===== src/rtl/reward_weight_updater.sv =====
`timescale 1ns/1ps
// Read-modify-write sweep that adds a signed reward to every eligible entry of
// the synaptic weight memory, saturating each result to the unsigned weight range.
module reward_weight_updater #(
    parameter int DEPTH = 16,
    parameter int AW    = 4,
    parameter int DW    = 8
) (
    input  logic             clk,
    input  logic             rst_n,
    input  logic             start,
    input  logic [DW-1:0]    reward,
    input  logic [DEPTH-1:0] elig_mask,
    output logic [AW-1:0]    mem_addr,
    output logic             mem_we,
    output logic [DW-1:0]    mem_wdata,
    input  logic [DW-1:0]    mem_rdata,
    output logic             busy,
    output logic             done
);

    typedef enum logic [1:0] {
        IDLE  = 2'd0,
        READ  = 2'd1,
        WRITE = 2'd2,
        DONE  = 2'd3
    } state_t;

    localparam int SW = DW + 2;

    state_t           state, state_nx;
    logic [AW-1:0]    idx, idx_nx;
    logic [DW-1:0]    rew_q;
    logic [DEPTH-1:0] mask_q;
    logic             capture;
    logic             last_idx;
    logic [DW-1:0]    sat_sum;

    assign last_idx = (idx == AW'(DEPTH - 1));

    // Two guard bits hold both the sign of the reward and the carry out of the weight.
    always_comb begin
        logic signed [SW-1:0] sum;
        sum = $signed({2'b00, mem_rdata}) + $signed({{2{rew_q[DW-1]}}, rew_q});
        if (sum[SW-1]) begin
            sat_sum = '0;
        end else if (sum[DW]) begin
            sat_sum = '1;
        end else begin
            sat_sum = sum[DW-1:0];
        end
    end

    // NOTE: every output of this block gets a default first, so no path leaves a
    // variable unassigned and no latch is inferred.
    always_comb begin
        state_nx  = state;
        idx_nx    = idx;
        capture   = 1'b0;
        mem_addr  = '0;
        mem_we    = 1'b0;
        mem_wdata = '0;
        busy      = 1'b0;
        done      = 1'b0;
        case (state)
            IDLE: begin
                if (start) begin
                    capture  = 1'b1;
                    idx_nx   = '0;
                    state_nx = READ;
                end
            end
            READ: begin
                busy     = 1'b1;
                mem_addr = idx;
                if (mask_q[idx]) begin
                    state_nx = WRITE;
                end else if (last_idx) begin
                    state_nx = DONE;
                end else begin
                    idx_nx = idx + 1'b1;
                end
            end
            WRITE: begin
                // Read data issued in the preceding READ cycle is valid now.
                busy      = 1'b1;
                mem_addr  = idx;
                mem_we    = 1'b1;
                mem_wdata = sat_sum;
                if (last_idx) begin
                    state_nx = DONE;
                end else begin
                    idx_nx   = idx + 1'b1;
                    state_nx = READ;
                end
            end
            DONE: begin
                done     = 1'b1;
                state_nx = IDLE;
            end
            default: state_nx = IDLE;
        endcase
    end

    // NOTE: sequential state uses non-blocking assignments so every register
    // samples the pre-edge values regardless of statement order.
    always_ff @(posedge clk or negedge rst_n) begin
        if (!rst_n) begin
            state  <= IDLE;
            idx    <= '0;
            rew_q  <= '0;
            mask_q <= '0;
        end else begin
            state <= state_nx;
            idx   <= idx_nx;
            if (capture) begin
                rew_q  <= reward;
                mask_q <= elig_mask;
            end
        end
    end

endmodule


===== config.mk =====
export PLATFORM = sky130hd
export DESIGN_NAME = reward_weight_updater
export DESIGN_NICKNAME = d
export VERILOG_FILES = /design/src/rtl/reward_weight_updater.sv
export SDC_FILE = /design/constraint.sdc
export NUM_CORES = 1
export LEC_CHECK = 0
export ABC_AREA = 1
export BUFFER_PORTS_ARGS = -buffer_cell sky130_fd_sc_hd__clkbuf_2
export CORE_UTILIZATION = 30
export CTS_CLUSTER_SIZE = 14
export DETAILED_ROUTE_END_ITERATION = 6
export PLACE_DENSITY = 0.5
export SYNTH_ARGS = -nofsm -noshare
export SYNTH_HDL_FRONTEND = slang
export SYNTH_SLANG_ARGS = --single-unit

===== constraint.sdc =====
create_clock -name clk -period 1.9 [get_ports clk]
set_input_delay 0.095 -clock clk [delete_from_list [all_inputs] [get_ports clk]]
set_output_delay 0.095 -clock clk [all_outputs]
set_load 0.01 [all_outputs]

# Yosys cells after proc, flatten, opt, wreduce, memory -nomap -nowiden

Cells that the tools add are included.

$add $sub $neg: 2
Order comparisons: 1
Equality and inequality tests: 7
Mux-type cells: 20
Reductions and logical operators: 5

Operator list:

| cell                                                                          | number |
|---|---|
| 8-bit two-way mux                                                             | 3 |
| 4-bit two-way mux                                                             | 4 |
| 4-bit one-hot mux with 3 select lines                                         | 1 |
| 9-bit by 8-bit adder with 10-bit output                                       | 1 |
| 2-bit two-way mux                                                             | 4 |
| 2-bit one-hot mux with 4 select lines                                         | 1 |
| 1-bit two-way mux                                                             | 6 |
| 4-bit by 5-bit less-than comparator with 1-bit output (second input constant) | 1 |
| 4-bit by 1-bit adder with 4-bit output (second input constant)                | 1 |
| 1-bit binary-select mux with 4-bit select                                     | 1 |
| 2-bit == test (second input constant)                                         | 2 |
| 4-bit == test (second input constant)                                         | 1 |
| 2-bit inequality test (second input constant)                                 | 2 |
| 3-bit inequality test (second input constant)                                 | 1 |
| 3-bit AND reduction                                                           | 1 |
| 3-bit nonzero test                                                            | 1 |
| 2-bit by 1-bit == test with 1-bit output (second input constant)              | 1 |
| 2-bit logical NOT                                                             | 1 |
| 2-bit AND reduction                                                           | 1 |
| 2-bit OR reduction                                                            | 1 |

Register bits: 30
Output and inout bits: 15

# Depth between registers and ports, before layout

Depth in word-level cells: 4
Depth in mapped cells: 10
Depth with buffers taken out: 10

# Worst setup path before layout

No wires, ideal clock.

Path kind: flip-flop to output port
Start: register rew_q[0]
End: output mem_wdata[0]
Arrival time: 1.730 ns
Slack: 0.075 ns
Stages on the path, launching flop included: 10
Cell sequence: dfrtp_1 ha_1 fa_1 nand3_1 nand2_2 nand3b_2 nand2_2 xor2_4 nor2_1 nor2_1

Cells in the longest elaborated chain, start to end: 4

Ends and longest elaborated chain:

| element                                     | line | RTL |
|---|---|---|
| from (decl)                                 | 33   | `logic [DW-1:0] rew_q;` |
| from (signal assigned)                      | 117  | `rew_q <= reward;` |
| 9-bit by 8-bit adder with 10-bit output (*) | 44   | `sum = $signed({2'b00, mem_rdata}) + $signed({{2{rew_q[DW-1]}}, rew_q});` |
| 8-bit two-way mux                           | 47   | `end else if (sum[DW]) begin` |
| 8-bit two-way mux (*)                       | 45   | `if (sum[SW-1]) begin` |
| 8-bit two-way mux (*)                       | 65   | `case (state)` |
| to (decl)                                   | 16   | `output logic [DW-1:0] mem_wdata,` |

Every way passes the cells marked *; elsewhere a longest branch is shown, timed or not.

# Final worst setup path

Start: register rew_q[0]
End: output mem_wdata[6]

The elaborated chain is that of the path after synthesis.

==> results_dict.tcl <==
set metrics [dict create \
    grt_pass1_vias 1631 \
    combined_area_of_the_multi_input_logic_cells_um2 1200 \
    dp_slack_ps -77.43 \
    crit-reg2reg-launch "state[0]$_DFFE_PN0P_" \
    detail_route.wl_per_cell_um 11.24 \
    syn2layout_area_growth_pct 29.50 \
    detailed_place.area_um2 2369 \
    synth_sequential_area_ratio 0.3774 \
    grtUsageMet3 0.03280 \
    root_buffer "sky130_fd_sc_hd__clkbuf_8" \
    synth_warnings 0 \
    top_level_ports 50 \
    clock_insertion_delay_at_the_later_pin_of_the_skew_report_ps 270 \
    worst_hold_startpoint "elig_mask[12]" \
    die_h_um 83.44 \
    route.vias.total 1648 \
    timing.critical_path.from "rew_q[0]$_DFFE_PN0P_" \
    post-route-period-util 1.127 \
    critPathKind "reg -> out" \
    hpwl_um 3133 \
    final_core_util 0.4034 \
    finalWirelength_um 4081 \
    netlist_top_cells_area "sky130_fd_sc_hd__dfrtp_1, sky130_fd_sc_hd__mux2_2, sky130_fd_sc_hd__ha_1" \
    finalSetupViolations 8 \
    cts_inserted_buffers 5 \
    max-clock-path-buffers 2 \
    endpoint_kind "output port" \
    postSynthNetCount 276 \
    grt_first_pass_wirelength_um 7369 \
    synth_top_cell_area_share 0.3774 \
    groute.usage.overall 0.1311 \
    timing.critical_path.mode_cell "sky130_fd_sc_hd__nand2_4" \
    final.min_clock_period_ps 2142 \
    clock_skew_ps 1.712 \
    diodes 0 \
    worst_path_largest_cell_delay_ps 380 \
    power-per-cell-area_nw_per_um2 1598 \
    cts_num_sinks 30 \
    htree_levels 2 \
    cp_num_buf_inv 1 \
    report.power.total_uw 4117 \
    globalRoute.busiestLayer "met2" \
    run_status "complete, but fails checks" \
    drive_above_1_share 0.3951 \
    timing.final.ws_setup_ps -241.7 \
    worstPathArrival_ps 2050 \
    cp_top_family "adder cells" \
    layout_common_cells "sky130_fd_sc_hd__clkbuf_2, sky130_fd_sc_hd__nand2_1, sky130_fd_sc_hd__dfrtp_1, sky130_fd_sc_hd__inv_1" \
    drt-initial-drc-count 30 \
    relSlewSlack 0.4997 \
    die-width_um 83.44 \
    tightestPinTransition_ps 750.4 \
    number_of_register_bits_inferred_by_synthesis 30 \
    grt_setup_unrepaired "true" \
    design.die.area_um2 6961 \
    maxClockFrequency_mhz 466.9 \
    clock_tree_from_tritoncts "built" \
    crit_fanout 8 \
    floorplan.initialDensity 0.3115 \
    overflow 0 \
    row_count 29 \
    syn_area_um2 1989 \
    cpMaxStageDelayCell "sky130_fd_sc_hd__dfrtp_1" \
    syn_avg_cell_area_um2 8.842 \
    core_area_um2 6386 \
    via_density 4.540 \
    crit_chain "ha_2 -> fa_2 -> nand3_2 -> nand2_4 -> nand3b_4 -> nand2_4 -> xor2_4 -> nor2_1 -> nor2_2 -> buf_2" \
    required_time_of_the_worst_setup_path_ps 1800 \
    worst_hold_path_type "in -> reg" \
    yosysUniqueCellTypes 28 \
    postSynthCellCount 225 \
    fin_nets 336 \
    synth.largest_area_cell "sky130_fd_sc_hd__dfrtp_1" \
    timing.critical_path.from_type "flip-flop" \
    firstDrtPassIters 4 \
    use_met1 0.1595 \
    timing_max_transition_violations_final 0 \
    final_antenna_net_count 0 \
    mostFrequentLayoutCell "sky130_fd_sc_hd__clkbuf_2" \
    final.setup.tns_ps -1664 \
    pin_count_of_the_biggest_net_entering_global_routing 31 \
    total_area_of_sequential_cells_um2 750.7 \
    clock_transition_at_path_regs_ps 60 \
    antenna_found_initial 0 \
    layout.cell_area.non_filler_um2 2576 \
    max-vdd-ir-drop_uv 708.0 \
    hold_viol 0 \
    cap_violations 0 \
    nFillCells 663 \
    violations "negative setup slack" \
    placer_s_final_routability_congestion_estimate 0.7185 \
    portBuffers 49 \
    drc_errors 0 \
    power_leakage_uw 0.001335 \
    groute.layer.met2.usage 0.2280 \
]
repair_timing:
item | in CTS | in global routing
hold buffers | 1 | 0
gates cloned | 0 | 0
endpoints found under the hold margin | 30 | 0
setup endpoints to repair | 8 | 8
resized for setup | 7 | 15
pin swaps | 3 | 4
buffers inserted | 0 | 2
worst reg2reg max path, cell delays in order, from the launching register on:
cell and delay [ps]:
sky130_fd_sc_hd__dfrtp_1 450, sky130_fd_sc_hd__inv_1 120, sky130_fd_sc_hd__ha_1 220, sky130_fd_sc_hd__inv_1 50, sky130_fd_sc_hd__nor2_1 30, sky130_fd_sc_hd__inv_1 120
sky130_fd_sc_hd__o21ai_0 100, sky130_fd_sc_hd__nor2_1 190, sky130_fd_sc_hd__nand2_4 110, sky130_fd_sc_hd__nand2_1 80, sky130_fd_sc_hd__o21ai_2 50
Yosys cell counts (all sizes together):
| cell | number |
|---|---|
| nand2 | 46 |
| dfrtp | 30 |
| nand3 | 25 |
| inv | 24 |
| nor2 | 24 |
| mux2 | 21 |
| ha | 15 |
| a21oi | 10 |
| o21ai | 9 |
| xor2 | 8 |
| buf | 5 |
| a31oi | 1 |
| clkbuf | 1 |
| fa | 1 |
| nand3b | 1 |
| nand4 | 1 |
| o21bai | 1 |
| or2 | 1 |
| xnor2 | 1 |
state kept, by name (all words and copies together) (netlist names):
name,cells
state,2
rew_q,8
idx,4
mask_q,16
area by class of cell:
type / instances / share of cell area
multi-input cells: 165 / 0.4658
flip-flops and latches: 30 / 0.2914
repair buffers: 59 / 0.1350
well taps: 77 / 0.03740
inverters: 24 / 0.03497
clock buffers: 7 / 0.03351
clock inverters: 1 / 0.001943
per-stage QoR:
stage	hold WS (ps)	instances
finish	49.86	363
detailed placement	206.0	352
global placement	213.3	352
global route	45.21	363
floorplan	-200.6	225
CTS	42.54	361
report_power, final:
group	internal, µW	switching [µW]
combinational	1140	1280
clock	291	217
sequential	950	237
metal layers:
| metal | wire, µm | vias to the layer above |
|---|---|---|
| li1 | - | 855 |
| met1 | 1812 | 764 |
| met5 | 0 | - |
| met4 | 34 | 0 |
| met3 | 156 | 2 |
| met2 | 2078 | 27 |
logic make-up (layout without fill, tap and decap cells):
kind of cell	after synthesis	in the layout	synth area share
compound gates	21	21	0.05661
xor+xnor	9	9	0.04906
fa+ha+maj	16	16	0.1044
buf+inv	30	91	0.06540
flops	30	30	0.3774
mux	21	21	0.1189
simple gates	98	98	0.2283
path summary, 6_finish.rpt:
| check | endpoint | slack, ps | cells past startpoint |
|---|---|---|---|
| max reg2reg | idx[3]$_DFFE_PN0P_ | 270 | 10 |
| max in group asynchronous | mask_q[0]$_DFFE_PN0P_ | 1010 | 2 |
| min reg2reg | mask_q[8]$_DFFE_PN0P_ | 510 | 1 |
| max | mem_wdata[6] | -240 | 10 |
| min in group asynchronous | mask_q[6]$_DFFE_PN0P_ | 420 | 2 |
| min | mask_q[12]$_DFFE_PN0P_ | 50 | 2 |
Note: power is estimated with default switching activity, not from simulation.
